[src/rtl/scan_addr_sequencer.sv]
// Timed 4-bit scan address sequencer for a 4-to-16 decoder select (row/column strobing).
// Optional one-cycle blanking gap between addresses when SCAN_BLANK_EN is defined.
//   state | meaning
//   IDLE  | waiting for start, outputs parked at addr=0, invalid
//   SCAN  | holding addr for DWELL_CYCLES cycles
//   BLANK | one-cycle gap, addr held but invalid (SCAN_BLANK_EN only)
module scan_addr_sequencer #(
  parameter int unsigned DWELL_CYCLES = 4,
  parameter int unsigned LAST_ADDR    = 15
) (
  input  logic       clk,
  input  logic       rst_n,
  input  logic       start,
  input  logic       stop,
  input  logic       mode,
  output logic [3:0] addr,
  output logic       addr_valid,
  output logic       busy,
  output logic       frame_done
);

  localparam int unsigned CNT_W = (DWELL_CYCLES > 1) ? $clog2(DWELL_CYCLES) : 1;
  localparam logic [CNT_W-1:0] CNT_LAST  = CNT_W'(DWELL_CYCLES - 1);
  localparam logic [3:0]       ADDR_LAST = 4'(LAST_ADDR);

  typedef enum logic [1:0] {
    ST_IDLE  = 2'd0,
    ST_SCAN  = 2'd1,
    ST_BLANK = 2'd2
  } state_t;

  state_t           state_q;
  logic [CNT_W-1:0] cnt_q;
  logic [3:0]       addr_q;
  logic             addr_valid_q;
  logic             busy_q;
  logic             frame_done_q;
  logic             mode_q;

  logic             at_last;
  logic [3:0]       addr_next;

  assign at_last   = (addr_q == ADDR_LAST);
  assign addr_next = at_last ? 4'd0 : addr_q + 4'd1;

  always_ff @(posedge clk or negedge rst_n) begin
    if (!rst_n) begin
      state_q      <= ST_IDLE;
      cnt_q        <= '0;
      addr_q       <= 4'd0;
      addr_valid_q <= 1'b0;
      busy_q       <= 1'b0;
      frame_done_q <= 1'b0;
      mode_q       <= 1'b0;
    end else begin
      frame_done_q <= 1'b0;
      case (state_q)
        ST_IDLE: begin
          // stop outranks a simultaneous start
          if (start && !stop) begin
            state_q      <= ST_SCAN;
            cnt_q        <= '0;
            addr_q       <= 4'd0;
            addr_valid_q <= 1'b1;
            busy_q       <= 1'b1;
            mode_q       <= mode;
          end
        end
        ST_SCAN: begin
          if (stop) begin
            state_q      <= ST_IDLE;
            cnt_q        <= '0;
            addr_q       <= 4'd0;
            addr_valid_q <= 1'b0;
            busy_q       <= 1'b0;
          end else if (cnt_q != CNT_LAST) begin
            cnt_q <= cnt_q + 1'b1;
          end else begin
            cnt_q <= '0;
            if (at_last && mode_q) begin
              state_q      <= ST_IDLE;
              addr_q       <= 4'd0;
              addr_valid_q <= 1'b0;
              busy_q       <= 1'b0;
              frame_done_q <= 1'b1;
            end else begin
              frame_done_q <= at_last;
`ifdef SCAN_BLANK_EN
              state_q      <= ST_BLANK;
              addr_valid_q <= 1'b0;
`else
              addr_q       <= addr_next;
`endif
            end
          end
        end
        ST_BLANK: begin
          cnt_q <= '0;
          if (stop) begin
            state_q      <= ST_IDLE;
            addr_q       <= 4'd0;
            addr_valid_q <= 1'b0;
            busy_q       <= 1'b0;
          end else begin
            state_q      <= ST_SCAN;
            addr_q       <= addr_next;
            addr_valid_q <= 1'b1;
          end
        end
        default: begin
          state_q      <= ST_IDLE;
          cnt_q        <= '0;
          addr_q       <= 4'd0;
          addr_valid_q <= 1'b0;
          busy_q       <= 1'b0;
        end
      endcase
    end
  end

  assign addr       = addr_q;
  assign addr_valid = addr_valid_q;
  assign busy       = busy_q;
  assign frame_done = frame_done_q;

endmodule

[config.mk]
export PLATFORM = sky130hd
export DESIGN_NAME = scan_addr_sequencer
export DESIGN_NICKNAME = d
export VERILOG_FILES = /design/src/rtl/scan_addr_sequencer.sv
export SDC_FILE = /design/constraint.sdc
export NUM_CORES = 1
export LEC_CHECK = 0
export CAP_MARGIN = 20
export CORE_AREA = 2 2 39 41
export DETAILED_ROUTE_END_ITERATION = 10
export DIE_AREA = 0 0 41 43
export PLACE_DENSITY = 0.6
export SLEW_MARGIN = 30
export SYNTH_ARGS = -nofsm -noshare
export SYNTH_HDL_FRONTEND = slang
export SYNTH_SLANG_ARGS = --single-unit
[constraint.sdc]
create_clock -name clk -period 2.3 [get_ports clk]
set_input_delay 0.23 -clock clk [delete_from_list [all_inputs] [get_ports clk]]
set_output_delay 0.23 -clock clk [all_outputs]
set_load 0.05 [all_outputs]
# Word level (Yosys, flattened, before mapping)
# Cells that the tools add are included.
dict set report word_totals {
  elab_cells 54
  out_inout_bits 7
  reg_bits 12
  inputBits 5
}
dict set report classes {
  mux 29
  addsub 2
  n_reduce_logical 8
  n_eq_ne 8
}
# cell count
set ops {}
lappend ops {{4-bit 2-to-1 mux} 6}
lappend ops {{2-bit 2-to-1 mux} 7}
lappend ops {{4-bit case mux with 3 select lines} 1}
lappend ops {{1-bit 2-to-1 mux} 11}
lappend ops {{2-bit inequality test (second input constant)} 3}
lappend ops {{3-bit inequality test (second input constant)} 2}
lappend ops {{1-bit case mux with 3 select lines} 2}
lappend ops {{2-bit case mux with 3 select lines} 1}
lappend ops {{4-bit by 1-bit adder with 4-bit output (second input constant)} 1}
lappend ops {{4-bit == test (second input constant)} 1}
lappend ops {{2-bit case mux with 2 select lines} 1}
lappend ops {{2-bit AND reduction} 2}
lappend ops {{4-bit AND reduction} 1}
lappend ops {{3-bit AND reduction} 1}
lappend ops {{2-bit by 1-bit adder with 2-bit output (second input constant)} 1}
lappend ops {{2-bit by 1-bit == test with 1-bit output (second input constant)} 1}
lappend ops {{2-bit == test (second input constant)} 1}
lappend ops {{1-bit logical AND} 2}
lappend ops {{2-bit zero test} 1}
lappend ops {{1-bit zero test} 1}

# Longest topological paths before layout
dict set report depth {
  word_depth 6
  ltp_mapped 4
  depth_no_buf 4
}

# Least setup slack after synthesis
# Ideal clock, no wire load.
dict set report synth_timing {
  path_kind {reg-to-reg}
  from {register busy (netlist name)}
  to {register mode_q}
  required_time_ns 2.175
  setup_ns 0.125
  path_buffers 1
  path_slack_ns 0.705
  path_stages_with_launch 4
  t_arrival_ns 1.470
  cell_sequence {dfrtp_1 > buf_6 > or3b_4 > mux2_4}
}
# item line
set synth_rtl {}
lappend synth_rtl {{end signal, assigned} 66} ;# mode_q <= mode;
lappend synth_rtl {{end, declared} 38} ;# logic mode_q;

# Worst setup path in the final report
dict set report layout_timing {
  from {register busy_q, in the netlist busy}
  to {output busy}
}
# item line
set layout_rtl {}
lappend layout_rtl {{start, declared} 36} ;# logic busy_q;
lappend layout_rtl {{start signal, assigned} 52} ;# busy_q <= 1'b0;
lappend layout_rtl {{start signal, assigned} 65} ;# busy_q <= 1'b1;
lappend layout_rtl {{start signal, assigned} 75} ;# busy_q <= 1'b0;
lappend layout_rtl {{end, declared} 18} ;# output logic busy,
# No word-level cell between the ends.

==> metrics.md <==
| Metric | Value |
|---|---|
| Ant diodes | `0` |
| Met3 wire length | `66 microns` |
| First-pass GRT wire length | `1580 microns` |
| Worst reg2reg endpoint | `addr[2]` |
| Routed wire length | `890 microns` |
| End point of the critical path | `busy` |
| Synth Flop Type | `dfrtp_1` |
| Highest Signal Layer | `met4` |
| Max incr delay on CP | `0.87 ns` |
| PwrDens | `586 mW/mm^2` |
| R2R setup slack | `0.92 ns` |
| Final GP Congestion | `0.790` |
| RR Startpoint | `cnt_q[0]` |
| Critical Path RT | `2.07 ns` |
| CTS tree | `yes` |
| Syn Std Cell Area | `462 sq um` |
| Worst Skew | `0.00122 ns` |
| Drt wl/cell | `12.0 microns` |
| Share of cells above drive strength 1 | `0.103` |
| VDD IR max | `257 uV` |
| Core Box Area | `0.00138 sq mm` |
| Final setup TNS | `0 ns` |
| Worst setup margin | `0.399 ns` |
| Design area | `599 sq um` |
| Arr. time, crit path | `1.67 ns` |
| YS warnings | `0` |
| P_leak | `0.257 nW` |
| TritonCTS Buffers | `3` |
| Unrepaired setup endpoints after global routing | `no` |
| Worst slew margin relative to its limit | `0.671` |
| P&R area growth vs syn | `29.8%` |
| Wire length on met1 | `418 microns` |
| Async SR Flop Fraction | `1.00` |
| CTS root buffer | `clkbuf_4` |
| Max Cap Viol | `0` |
| Final setup vio count | `0` |
| Rows | `14` |
| DP HPWL | `684 microns` |
| Seq/Total Area, Yosys | `0.488` |
| Vias per Instance | `5.16` |
| Critical Path Stages | `1` |
| Fill cell count | `144` |
| Die area | `0.00176 sq mm` |
| Synth unique cells | `19` |
| CP Class | `flip-flop to output port` |
| Die height | `43 microns` |
| Slew Viols, Final | `0` |
| Clock Pin Slew Worst Setup and Hold Paths | `0.06 ns` |
| Final ANT Viol Nets | `0` |
| Net count, final | `66` |
| Pre-Repair DR Iteration Count | `4` |
| Status | `finished, final reports clean` |
| Final core occ | `0.433` |
| Chip width | `41 microns` |
| Syn Area/Cell | `10.3 sq um` |
| Initial antenna violation count | `0` |
| Hold slack | `0.267 ns` |
| Crit-path slowest cell | `clkdlybuf4s50_1` |
| Crit path buffers/inverters | `1` |
| Net Count, Synth | `52` |
| Post-synth EDFFs | `0` |
| Drt drc | `0` |
| GRT Total Usage | `0.138` |
| Gr ovfl total | `0` |
| Cells along the critical path | `clkdlybuf4s50_1` |
| Met2 wire length | `393 microns` |
| Placement Cell Area | `573 sq um` |
| F_max | `526 MHz` |
| Worst slew pin tran | `0.492 ns` |
| Hold_buf cts | `0` |
| Min-Delay Path Class | `primary input to async pin` |
| CP startpoint | `busy` |
| Clk Latency, worst-skew pair | `0.26 ns` |
| Period utilization | `0.827` |
| Synth Instances | `45` |
| Largest net degree at the start of global routing | `13` |
| Initial DRC Count | `11` |
| CTS H-tree lvls | `1` |
| #FFs+latches synth | `9` |
| Startpoint Class | `flip-flop` |
| CTS Buffer Depth | `2` |
| Routed vias | `382` |
| # Post-CTS Setup Buffers | `0` |
| CP delay by family, top | `buffers and inverters` |
| Max FO, Critical Path | `12` |
| Port bufs | `11` |
| Post-cts sizing count | `0` |
| FF-to-FF path depth | `4` |
| Pre-CTS setup slack | `0.679 ns` |
| Ports | `12` |
| Starting Density | `0.334` |
| Area of the multi-input gates | `214 sq um` |
| Register Area | `225 sq um` |
| Vias in the first global route | `364` |
| Fin. Hold Viols | `0` |
| Crit path capture type | `output port` |
| Fin crit period | `1.90 ns` |
| CTS Sinks | `9` |
## stage by stage
step           power [mW]  std cells
2_1_floorplan       0.214         45
3_3_place_gp        0.232         70
3_5_place_dp        0.232         70
4_1_cts             0.358         74
5_1_grt             0.370         74
6_report            0.351         74
## layout by cell type (no fill, tap or decap), drive strengths merged
cell type      count
a21oi              1
a22o               2
clkbuf             4
clkdlybuf4s50     11
dfrtp              9
ha                 2
inv                1
mux2               1
nand2              3
nand2b             1
nand3              6
nand4              5
nor2               3
nor2b              2
o211ai             2
o21ai              2
o22ai              1
or2                1
or3b               1
## layout make-up
cell class / count / area share
multi-input combinational: 33 / 0.357
tap: 16 / 0.0334
sequential: 9 / 0.376
clock buffer: 4 / 0.0438
timing repair buffer: 11 / 0.184
inverter: 1 / 0.00626
## cells by family (layout without fill, tap and decap cells)
kind of cell / count (synthesis) / count (layout) / synth area share
AND/OR/NAND/NOR: 22 / 22 / 0.260
flip-flops: 9 / 9 / 0.488
AO/OA/AOI/OAI: 8 / 8 / 0.117
buffers and inverters: 3 / 16 / 0.0488
adder cells (fa/ha/maj): 2 / 2 / 0.0542
multiplexers: 1 / 1 / 0.0325
## Yosys cell counts (all sizes together), types with 2 or more instances
library cell,n,share of area
nor2b,2,0.027
nand4,5,0.068
ha,2,0.054
nand3,6,0.065
nor2,3,0.024
dfrtp,9,0.49
a22o,2,0.038
o211ai,2,0.033
nand2,3,0.024
o21ai,2,0.022
buf,2,0.041
## how the worst min path moves through the flow
stage / startpoint / endpoint / slack, ns / depth (start not counted)
final: rst_n / addr[3] / 0.27 / 1
after global routing: rst_n / addr[3] / 0.28 / 1
after CTS: rst_n / addr[3] / 0.28 / 1
after detailed placement: cnt_q[1] / cnt_q[1] / 0.51 / 1
after global placement: cnt_q[1] / cnt_q[1] / 0.49 / 1
after floorplan: rst_n / addr[0] / -0.07 / 0
## power breakdown
part | internal [mW] | leakage (nW) | total (mW) | switching (mW)
sequential | 0.168 | 0.121 | 0.177 | 0.00915
combinational | 0.0247 | 0.121 | 0.0520 | 0.0273
clock | 0.0669 | 0.0150 | 0.123 | 0.0557
## flip-flops by register name, summed over array words and instances, names as in the netlist
name and flops:
cnt_q 2, frame_done 1, busy 1, mode_q 1, addr 4
## routing by layer
metal  track usage  vias to the layer above
li1              -                      196
met1         0.184                      174
met2         0.175                       10
met3        0.0942                        2
met4        0.0400                        0
met5             0                        -
Power figures use the tool's default switching activity.
